<file path="config.mk">
export PLATFORM = sky130hd
export DESIGN_NAME = inst_cache
export DESIGN_NICKNAME = d
export VERILOG_FILES = /design/src/rtl/inst_cache.sv
export SDC_FILE = /design/constraint.sdc
export NUM_CORES = 2
export LEC_CHECK = 0
export CORE_MARGIN = 2
export CORE_UTILIZATION = 40
export CTS_CLUSTER_SIZE = 8
export DETAILED_ROUTE_END_ITERATION = 8
export GPL_ROUTABILITY_DRIVEN = 0
export PLACE_DENSITY_LB_ADDON = 0.15
export SLEW_MARGIN = 10
export SYNTH_ARGS = -nofsm -noshare
export SYNTH_HDL_FRONTEND = slang
export SYNTH_SLANG_ARGS = --single-unit
</file>
<file path="constraint.sdc">
create_clock -name clk -period 21.9 [get_ports clk]
set_clock_uncertainty 0.15 [all_clocks]
set_input_delay 6.57 -clock clk [delete_from_list [all_inputs] [get_ports clk]]
set_output_delay 6.57 -clock clk [all_outputs]
set_load 0.02 [all_outputs]
</file>
<file path="src/rtl/inst_cache.sv">
// ---------------------------------------------------------------------------
// inst_cache -- direct-mapped instruction cache with 128-bit lines.
//
// A fetch is accepted in IDLE (or in LOOKUP right after a hit) and looked up
// one cycle later.
// - Hit: the line is presented combinationally in the LOOKUP cycle.
//   Back-to-back hits therefore stream one line per cycle.
// - Miss: the line is requested from backing memory. Once mem_ack arrives it
//   is written into the array and presented in the RESP cycle.
//
// Optional feature (macro ICACHE_STATS_EN): saturating 16-bit hit/miss
// counters exported on hit_count / miss_count.
//
// Parameters
//   NUM_LINES   number of lines (power of 2, 2..256)
//
// Ports
//   clk          clock, rising edge
//   rst          asynchronous active-low reset
//   pc_in        byte fetch address (offset [3:0], index, tag)
//   cache_rd_en  fetch request, held by the requester until accepted
//   cache_abort  cancels any in-flight fetch response
//   dout         fetched line, word k at [32k+31:32k]; holds when not valid
//   dout_valid   one-cycle strobe qualifying dout
//   mem_req      line-fill request to backing memory
//   mem_addr     line-aligned fill address
//   mem_ack      fill-complete strobe, mem_data valid in the same cycle
//   mem_data     fill line
//   hit_count    (ICACHE_STATS_EN) lookup hits, saturating
//   miss_count   (ICACHE_STATS_EN) lookup misses, saturating
// ---------------------------------------------------------------------------
module inst_cache #(
    parameter int NUM_LINES = 16
) (
    input  logic         clk,
    input  logic         rst,
    input  logic [31:0]  pc_in,
    input  logic         cache_rd_en,
    input  logic         cache_abort,
    output logic [127:0] dout,
    output logic         dout_valid,
    output logic         mem_req,
    output logic [31:0]  mem_addr,
    input  logic         mem_ack,
    input  logic [127:0] mem_data
`ifdef ICACHE_STATS_EN
    ,
    output logic [15:0]  hit_count,
    output logic [15:0]  miss_count
`endif
);

    localparam int IW = $clog2(NUM_LINES);
    localparam int TW = 28 - IW;

    typedef enum logic [1:0] {
        IDLE   = 2'd0,
        LOOKUP = 2'd1,
        MISS   = 2'd2,
        RESP   = 2'd3
    } state_t;

    state_t state, state_nxt;

    // Only the line address is kept. The whole line is returned, so the
    // byte offset is never needed.
    logic [27:0]          req_line;
    logic                 unused_offset;
    logic [IW-1:0]        req_idx;
    logic [TW-1:0]        req_tag;

    logic [127:0]         line_mem [NUM_LINES];
    logic [TW-1:0]        tag_mem  [NUM_LINES];
    logic [NUM_LINES-1:0] valid_q;

    logic [127:0]         dout_q;
    logic                 abort_pend_q, abort_pend_nxt;

    logic                 hit;
    logic                 accept;
    logic                 fill_we;
    logic                 lookup_hit;
    logic                 lookup_miss;

    assign unused_offset = ^pc_in[3:0];
    assign req_idx       = req_line[IW-1:0];
    assign req_tag       = req_line[27:IW];
    assign hit           = valid_q[req_idx] && (tag_mem[req_idx] == req_tag);

    // ------------------------------------------------------------------
    // Next-state and output decode
    // ------------------------------------------------------------------
    always_comb begin
        state_nxt      = state;
        abort_pend_nxt = abort_pend_q;
        accept         = 1'b0;
        fill_we        = 1'b0;
        dout_valid     = 1'b0;
        mem_req        = 1'b0;
        lookup_hit     = 1'b0;
        lookup_miss    = 1'b0;

        case (state)
            IDLE: begin
                if (cache_rd_en && !cache_abort) begin
                    accept    = 1'b1;
                    state_nxt = LOOKUP;
                end
            end

            LOOKUP: begin
                if (cache_abort) begin
                    state_nxt = IDLE;
                end else if (hit) begin
                    lookup_hit = 1'b1;
                    dout_valid = 1'b1;
                    if (cache_rd_en) begin
                        accept    = 1'b1;
                        state_nxt = LOOKUP;
                    end else begin
                        state_nxt = IDLE;
                    end
                end else begin
                    lookup_miss    = 1'b1;
                    abort_pend_nxt = 1'b0;
                    state_nxt      = MISS;
                end
            end

            MISS: begin
                // The fill always runs to completion. An abort only
                // remembers that the response must not be presented.
                mem_req = 1'b1;
                if (cache_abort) begin
                    abort_pend_nxt = 1'b1;
                end
                if (mem_ack) begin
                    fill_we   = 1'b1;
                    state_nxt = (abort_pend_q || cache_abort) ? IDLE : RESP;
                end
            end

            RESP: begin
                dout_valid = !cache_abort;
                state_nxt  = IDLE;
            end

            default: state_nxt = IDLE;
        endcase
    end

    assign mem_addr = mem_req ? {req_line, 4'h0} : 32'h0;

    // In both LOOKUP-hit and RESP, the array entry at req_idx holds the line
    // being returned (in RESP it was written at the mem_ack edge). Otherwise
    // the last delivered line is replayed from dout_q.
    assign dout = dout_valid ? line_mem[req_idx] : dout_q;

    // ------------------------------------------------------------------
    // Control state (asynchronously reset)
    // ------------------------------------------------------------------
    always_ff @(posedge clk or negedge rst) begin
        if (!rst) begin
            state        <= IDLE;
            abort_pend_q <= 1'b0;
            valid_q      <= '0;
            dout_q       <= '0;
        end else begin
            state        <= state_nxt;
            abort_pend_q <= abort_pend_nxt;
            if (fill_we) begin
                valid_q[req_idx] <= 1'b1;
            end
            if (dout_valid) begin
                dout_q <= dout;
            end
        end
    end

    // ------------------------------------------------------------------
    // Request address and line storage (no reset needed)
    // ------------------------------------------------------------------
    always_ff @(posedge clk) begin
        if (accept) begin
            req_line <= pc_in[31:4];
        end
    end

    always_ff @(posedge clk) begin
        if (fill_we) begin
            line_mem[req_idx] <= mem_data;
            tag_mem[req_idx]  <= req_tag;
        end
    end

`ifdef ICACHE_STATS_EN
    // ------------------------------------------------------------------
    // Lookup statistics; aborted lookups are not counted
    // ------------------------------------------------------------------
    always_ff @(posedge clk or negedge rst) begin
        if (!rst) begin
            hit_count  <= 16'h0;
            miss_count <= 16'h0;
        end else begin
            if (lookup_hit && (hit_count != 16'hFFFF)) begin
                hit_count <= hit_count + 16'h1;
            end
            if (lookup_miss && (miss_count != 16'hFFFF)) begin
                miss_count <= miss_count + 16'h1;
            end
        end
    end
`else
    logic unused_stats;
    assign unused_stats = lookup_hit ^ lookup_miss;
`endif

endmodule
</file>
Yosys cells after proc, flatten, opt, wreduce, memory -nomap -nowiden
Memories as Yosys holds them, arrays and structs flattened. A register that Yosys moved wholly into a read port is not among the register bits.
Cells that the tools add are included.
{"block": "classes", "order_cmp": 2, "n_eq_ne": 9, "mux": 32, "n_bitwise": 1, "reduce_logical": 9}
{"cell": "two-way mux 128 bit", "count": 1}
{"cell": "two-way mux 32 bit", "count": 1}
{"cell": "== test 24 bit", "count": 1}
{"cell": "two-way mux 1 bit", "count": 17}
{"cell": "bitwise OR 16 bit", "count": 1}
{"cell": "two-way mux 2 bit", "count": 5}
{"cell": "inequality test 2 bit, second input constant", "count": 5}
{"cell": "two-way mux 4 bit", "count": 2}
{"cell": "case mux 2 bit (4 select lines)", "count": 1}
{"cell": "case mux 1 bit (2 select lines)", "count": 3}
{"cell": "less-than comparator 4 x 5 -> 1 bit, second input constant", "count": 1}
{"cell": "binary-select mux 1 bit (select 4 bit)", "count": 1}
{"cell": "demux 1 bit (select 4 bit)", "count": 1}
{"cell": "== test 2 bit, second input constant", "count": 2}
{"cell": ">= comparator 4 x 1 -> 1 bit, second input constant", "count": 1}
{"cell": "AND reduction 4 bit", "count": 1}
{"cell": "logical AND 1 bit", "count": 3}
{"cell": "== test 2 x 1 -> 1 bit, second input constant", "count": 1}
{"cell": "zero test 2 bit", "count": 1}
{"cell": "AND reduction 2 bit", "count": 1}
{"cell": "nonzero test 2 bit", "count": 1}
{"cell": "zero test 1 bit", "count": 1}
{"cell": "logical OR 1 bit", "count": 1}
{"block": "word_totals", "ff_bits": 175, "ram_bits": 2432, "in_bits": 165, "output_inout_bits": 162, "word_cells": 60, "memories": 2}
{"memory": "line_mem", "depth": 16, "word_bits": 128, "rd": 1, "rd_clocked_by_memory_dff": 1, "wr": 1, "line": "72", "text": "logic [127:0] line_mem [NUM_LINES];"}
{"memory": "tag_mem", "depth": 16, "word_bits": 24, "rd": 1, "rd_clocked_by_memory_dff": 1, "wr": 1, "line": "73", "text": "logic [TW-1:0] tag_mem [NUM_LINES];"}

Logic depth before layout (Yosys ltp)
{"block": "logic_depth", "word_depth": 7, "mapped_depth": 16, "ltp_nobuf": 8}

Least setup slack after synthesis
Ideal clock, no wire load.
{"block": "synth_path", "path_kind": "input to register", "startpoint": "in mem_ack", "endpoint": "reg valid_q[0]", "setup_time_ps": 131, "arrival_time_ps": 18235, "required_ps": 21619, "slack_ps": 3384, "stages": 4, "n_path_buf": 0, "path_cell_list": "nand2_1 -> or3_1 -> nor3_1 -> or2_2"}
{"block": "synth_between", "elab_chain_len": 2}
{"item": "start: declaration", "line": "44", "text": "input logic mem_ack,"}
{"item": "two-way mux 1 bit", "line": "137", "text": "if (mem_ack) begin"}
{"item": "two-way mux 1 bit", "line": "103", "text": "case (state)"}
{"item": "end signal: assignment", "line": "166", "text": "valid_q <= '0;"}
{"item": "end signal: indexed assignment", "line": "172", "text": "valid_q[req_idx] <= 1'b1;"}
{"item": "end: declaration", "line": "74", "text": "logic [NUM_LINES-1:0] valid_q;"}
Every way passes these cells.
A chain may end at the register's enable or synchronous reset.

Final worst setup path
{"block": "layout_path", "startpoint": "in cache_abort", "endpoint": "out dout[31]"}
{"block": "layout_between", "elab_chain_len": 3, "elab_cells_between_ends": 4}
{"item": "start: declaration", "line": "39", "text": "input logic cache_abort,"}
{"item": "two-way mux 1 bit / zero test 1 bit (equally long branches)"}
{"item": "case mux 1 bit (2 select lines) (*)", "line": "103"}
{"item": "two-way mux 128 bit (*)", "line": "157", "text": "assign dout = dout_valid ? line_mem[req_idx] : dout_q;"}
{"item": "end: declaration", "line": "40", "text": "output logic [127:0] dout,"}
Mark *: on every way between the ends. The rest lies on a longest branch, timed or not.

==> out/results.ini <==
[run_status]
status=completed

[worst_setup_path]
cp-start-kind=input pin
path_common_cell=clkdlybuf4s50_1
rrSetupSlack_ns=14.66
end_kind=primary output
crit_type=input pin to primary output
path_cells=clkdlybuf4s50_1 -> nor2_4 -> and2_4 -> buf_4 -> a222oi_1 -> nand3_1 -> clkdlybuf4s50_1
path_max_fanout=55
cp.required_ns=15.18
cp_slowest_stage_delay_ns=0.91
cp_slowest_cell=and2_4
cp.arrival_ns=10.87

[power]
switching_share=0.227
clkPwrFrac=0.435
finalPower_mw=11.8
p_comb_frac=0.092
p_per_area_nw_per_um2=97.9
peakVddDrop_uv=83.4
cellInternalPower_mw=9.11
p_sw_mw=2.68
share_seq_of_total_power=0.473
p_leak_nw=37.5

[routing]
drt-initial-drc-count=5746
drc_errors=0
wl_per_cell_um=29.9
dr.pass1.iters=8
ant_nets=0
vias=52200
wl_um=269000
avgViaCountPerCell=5.80

[synthesis]
synth_top_cell_by_area=edfxtp_1
yosys_warnings=0
synth_flop_cell=edfxtp_1
synth.top_cell.area_share=0.716
muxShareOfSynthArea=0.160
ys_seq_area_frac=0.752
netlist_top_cells_area=edfxtp_1 (72%), mux4_2 (15%), dfrtp_1 (3.6%)
synth_top_family_by_area=multiplexers
synthSimpleGateAreaFrac=0.0450
synthXorXnorAreaFrac=0.00263
async_reset_ff_frac=0.0563
synth_area_sq_um=103000
syn_area_per_cell_sq_um=20.9
synth-seq-cells=2611
synth_edf_count=2460
postSynthCellCount=4937
yosysUniqueCellTypes=71
synthAdderAreaFrac=0
synth-compound-area-share=0.0251

[floorplan]
dieArea_sq_um=262000
num_rows=186
io_pins=327
die_y_um=512
die_x_um=512
coreArea_sq_um=257000
initial_utilization=0.402

[timing]
finalHoldViolCount=0
rsz0062_at_grt=false
max_slew_margin=0.171
setup_viol=0
fin_tns_setup_ns=0
period_minus_slack_ns=17.59
final_max_slew_viol_count=0
period_share=0.803
fmax_ghz=0.0568
tightestPinTransition_ns=1.24

[flow_run]
max_cap_viol_count=0

[clock_tree]
cts.sinks=2611
cts_max_level=5
cts_resized=0
clkTransAtPathRegs_ns=0.05
clk_path_buf_depth=4
cts_tree=built
postCtsSetupBuffers=0
clock-root-buffer=clkbuf_16
hold_buffers=0
cts_inserted_buffers=377
clk-insertion-delay-late_ns=0.94

[global_routing]
grt_pass1_vias=53400
track_usage=0.203
grt_remaining_overflow=0
grt_max_degree=119
antenna_found_initial=64
grt_pass1_wl_um=385000

[placed_design]
port_buffers=318
placed_cells=8432
dp_hpwl_um=137000

[cells_and_area]
final_nets=5592
layout-drive-gt1-share=0.224
fin_cells=8993
area_delta_synth_final_pct=16.7

[worst_hold_path]
hold_path_class=register to register

==> power groups by stage <==
stage | Clock [mW] | Combinational (mW) | Sequential, mW
finish | 5.13 | 1.08 | 5.57
global route | 5.45 | 1.17 | 5.57
CTS | 5.24 | 1.10 | 5.57
detailed placement | 0 | 1.10 | 5.67
global placement | 0 | 1.09 | 5.66
floorplan | 0 | 0.728 | 5.65
==> final cells by class <==
type                            instances  area [sq um]
Multi-Input combinational cell       2005         24100
Tap cell                             3384          4230
Timing Repair Buffer                  424          4160
Clock buffer                          537         10100
Clock inverter                         11           126
Inverter                                8          37.5
Fill cell                           21200        136000
Sequential cell                      2611         77600
Antenna cell                           13          32.5
==> per-layer routing <==
metal	GRT usage	part of all wire	vias to the layer above
li1	-	-	21700
met1	0.292	0.44	28100
met2	0.314	0.47	1803
met3	0.0421	0.065	475
met4	0.0593	0.026	48
met5	0	0.0011	-
==> worst paths after layout <==
check / startpoint / end / depth (start not counted)
setup / recovery: cache_abort / dout[31] / 7
setup reg to reg: register / dout_q[98] / 13
min in group asynchronous: rst / dout_q[86] / 1
hold / removal: valid_q[3] / valid_q[3] / 1
max in group asynchronous: rst / state[1] / 2
hold reg to reg: valid_q[3] / valid_q[3] / 1
==> critical path, delay by kind of cell <==
family | cells | cell delay [ns]
AND/OR/NAND/NOR | 3 | 1.98
buffers and inverters | 3 | 1.92
AO/OA/AOI/OAI | 1 | 0.23
==> flip-flops by register name (all words and copies together), names as in the netlist, named ones only <==
signal	cells
abort_pend_q	1
line_mem	2048
tag_mem	384
dout_q	128
valid_q	16
req_line	28
state	2
==> cell usage after synthesis (11+ instances only) <==
cell type	n
buf_6	17
clkbuf_1	168
nor2b_1	149
dfrtp_1	147
mux2i_1	55
a21oi_1	19
buf_4	16
mux4_1	11
mux2_2	12
and3_1	15
buf_1	16
a211oi_1	19
a222oi_1	128
mux4_2	686
nand3b_1	32
buf_2	97
xnor2_1	22
nand3_1	195
edfxtp_1	2460
or3_1	101
a31oi_1	19
or2_2	17
nor2_1	25
o211ai_1	63
and2_1	29
nand2_1	301
==> cell families (layout without fill, tap and decap cells) <==
family | count (synthesis) | in the layout
AO/OA/AOI/OAI | 304 | 304
XOR/XNOR | 31 | 31
buffers and inverters | 324 | 980
flip-flops | 2611 | 2611
multiplexers | 768 | 768
other | 1 | 17
AND/OR/NAND/NOR | 898 | 898
==> per-stage QoR <==
stage / utilization / worst slack, ns / hold slack [ns] / instance area [sq um]
after floorplan: - / 3.38 / 0.284 / 103000
after global placement: 0.429 / 4.34 / 0.296 / 110000
after global routing: 0.469 / 4.23 / 0.320 / 120000
after detailed placement: 0.429 / 4.36 / 0.298 / 110000
after CTS: 0.469 / 4.34 / 0.311 / 120000
final: 0.469 / 4.31 / 0.310 / 120000
==> layout by cell type, fill, tap and decap left out, types with 55 or more instances in the layout <==
cell             netlist  routed
edfxtp_1            2460    2460
mux4_2               686     686
clkbuf_16              0     378
clkdlybuf4s50_1        0     317
nand2_1              301     301
nand3_1              195     195
clkbuf_1             168     157
nor2b_1              149     148
dfrtp_1              147     146
a222oi_1             128     128
or3_1                101     100
buf_4                 16      92
o211ai_1              63      63
mux2i_1               55      55
Power figures use the tool's default switching activity.
==> patch, RTL diff (same settings) <==
The option `ICACHE_STATS_EN` is turned on by a define.
--- a/src/rtl/inst_cache.sv
+++ b/src/rtl/inst_cache.sv
@@ -29,6 +29,8 @@
 //   hit_count    (ICACHE_STATS_EN) lookup hits, saturating
 //   miss_count   (ICACHE_STATS_EN) lookup misses, saturating
 // ---------------------------------------------------------------------------
+`define ICACHE_STATS_EN
+
 module inst_cache #(
     parameter int NUM_LINES = 16
 ) (
New outputs: hit_count and miss_count. Check against the original RTL: not settled (the Yosys comparison gave no result); the edit may change what the design does.
==> patch against the original RTL <==
  * Sequential cell count up 32
  * Setup slack better by 560 ps
  * Clock power up 2%
  * Largest cell class unchanged
  * Power up 6.6%
  * Final area up 0.48%
  * Synthesized area down 0.28%
  * Die area down 0.27%
  * Wire length down 6.9%
==> patch: results (changes against the original RTL) <==
worst_hold_path:
  worstHoldStart: "valid_q[13]"
  hp-class: "register to register"
  holdPathEnd: "valid_q[13]"
synth:
  yosysSeqAreaShare: 0.762  # +0.00986
  synth_commonest_cells: "2460 x edfxtp_1, 683 x mux4_2, 230 x mux2_4"
  synthArstFlopShare: 0.0677  # +0.0114
  synth_area_leaders: "edfxtp_1 72%, mux4_2 15%, dfrtp_1 4.4%"
  ys_types: 66  # -7.0%
  yosys_warnings: 0  # unchanged
placed_design:
  dpl_cell_area_mm2: 0.110  # +0.25%
  dp_hpwl_mm: 125  # -8.8%
  numPortBuffers: 350  # +10%
routing:
  wire_per_inst_um: 29.1  # -2.5%
  num_vias: 47600  # -8.8%
  initialDrtViolationCount: 3818  # -34%
  dr.pass1.iters: 7  # -1
  met2_length_mm: 119  # -4.8%
  met3WireLength_mm: 14.0  # -20%
  wl_met1_mm: 112  # -6.3%
grt:
  grt_pass1_wl_mm: 361  # -6.2%
  antenna_found_initial: 42  # -34%
  gr-usage-met2: 0.301  # -0.0126
  grtUsageTotal: 0.191  # -0.0123
  grt_pass1_vias: 50900  # -4.7%
  grt_max_degree: 132  # +11%
  met1_usage: 0.273  # -0.0183
  grt.met3_usage: 0.0359  # -0.00621
layout:
  drive_above_1_share: 0.290  # +0.0661
  fin_nets: 5167  # -7.6%
power:
  power.share.switching: 0.224  # -0.00287
  leakagePower_nw: 39.9  # +6.3%
  ir_worst_vdd_uv: 81.1  # -2.8%
status:
  status: "complete, no violations"
critical_path:
  critPathArrivalTime_ps: 10320  # -550 ps
  r2r_cells: 14  # +1
  r2r_slack_ps: 14670  # about the same
  r2r-end: "dout_q[103]"
  crit_fanout: 50  # -9.1%
timing:
  max-slew-margin-rel: 0.274  # +0.104
clock_network:
  clk_pin_slew_ps: 50  # about the same
  cts_made_buffers: 381  # +1.1%
[patch: cell count changes after synthesis, sizes merged, moves of 60 or more]
| cell | before | now |
|---|---|---|
| nor2b | 149 | 23 |
| a222oi | 128 | 0 |
| o211ai | 63 | 3 |
| nand3 | 195 | 33 |
| or3 | 101 | 2 |
| nand2 | 301 | 60 |
| mux2 | 16 | 273 |
[patch: power groups by stage]
stage | Clock, W | Combinational (W) | Sequential (W)
after floorplan | 0 | 0.00102 | 0.00585
after global placement | 0 | 0.00156 | 0.00589
after detailed placement | 0 | 0.00157 | 0.00589
after CTS | 0.00536 | 0.00157 | 0.00580
after global routing | 0.00556 | 0.00164 | 0.00581
final | 0.00523 | 0.00154 | 0.00580
[patch: logic make-up (layout without fill, tap and decap cells)]
family / after synthesis / count (layout) / share of synthesized area
AOI/OAI and AO/OA: 131 / 131 / 0.00935
xor gates and xnor gates: 55 / 55 / 0.00468
adders and majority gates: 2 / 2 / 0.000243
buffers and inverters: 247 / 1037 / 0.0126
DFF: 2643 / 2643 / 0.762
muxes: 1046 / 1046 / 0.197
other: 1 / 19 / 0.0000364
and+or+nand+nor: 275 / 275 / 0.0143
[patch: through the flow]
| step | utilization | total power [W] | hold WS [ps] | worst slack, ps | cells |
|---|---|---|---|---|---|
| after detailed placement | 0.431 | 0.00746 | 297 | 4820 | 8001 |
| after global routing | 0.472 | 0.0130 | 325 | 4660 | 8581 |
| after CTS | 0.472 | 0.0127 | 310 | 4810 | 8577 |
| after global placement | 0.431 | 0.00745 | 294 | 4820 | 8001 |
| final | 0.472 | 0.0126 | 310 | 4860 | 8592 |
| after floorplan | - | 0.00687 | 284 | 3400 | 4403 |
[patch: worst max path at each step]
stage                            from  cells past startpoint  slack [ps]    endpoint
final                     cache_abort                      8        4860   dout[102]
after global routing      cache_abort                      8        4660   dout[107]
after CTS                 cache_abort                      8        4810    dout[29]
after detailed placement  cache_abort                      8        4820    dout[29]
after global placement    cache_abort                      8        4820    dout[29]
after floorplan               mem_ack                      4        3400  valid_q[0]
[patch: final cells by class]
| type | instances | area, µm² |
|---|---|---|
| Multi-Input combinational cell | 1513 | 23300 |
| Inverter | 9 | 33.8 |
| Sequential cell | 2643 | 78400 |
| Tap cell | 3384 | 4230 |
| Clock buffer | 568 | 10400 |
| Clock inverter | 8 | 113 |
| Timing Repair Buffer | 452 | 4470 |
| Antenna cell | 15 | 37.5 |
| Fill cell | 20900 | 135000 |
[patch: worst max-delay path, stage by stage]
cell and delay [ps]:
clkdlybuf4s50_1 500, inv_1 100, nand2_1 110, a21o_4 420, buf_4 690, buf_4 810
mux2_4 350, clkdlybuf4s50_1 540
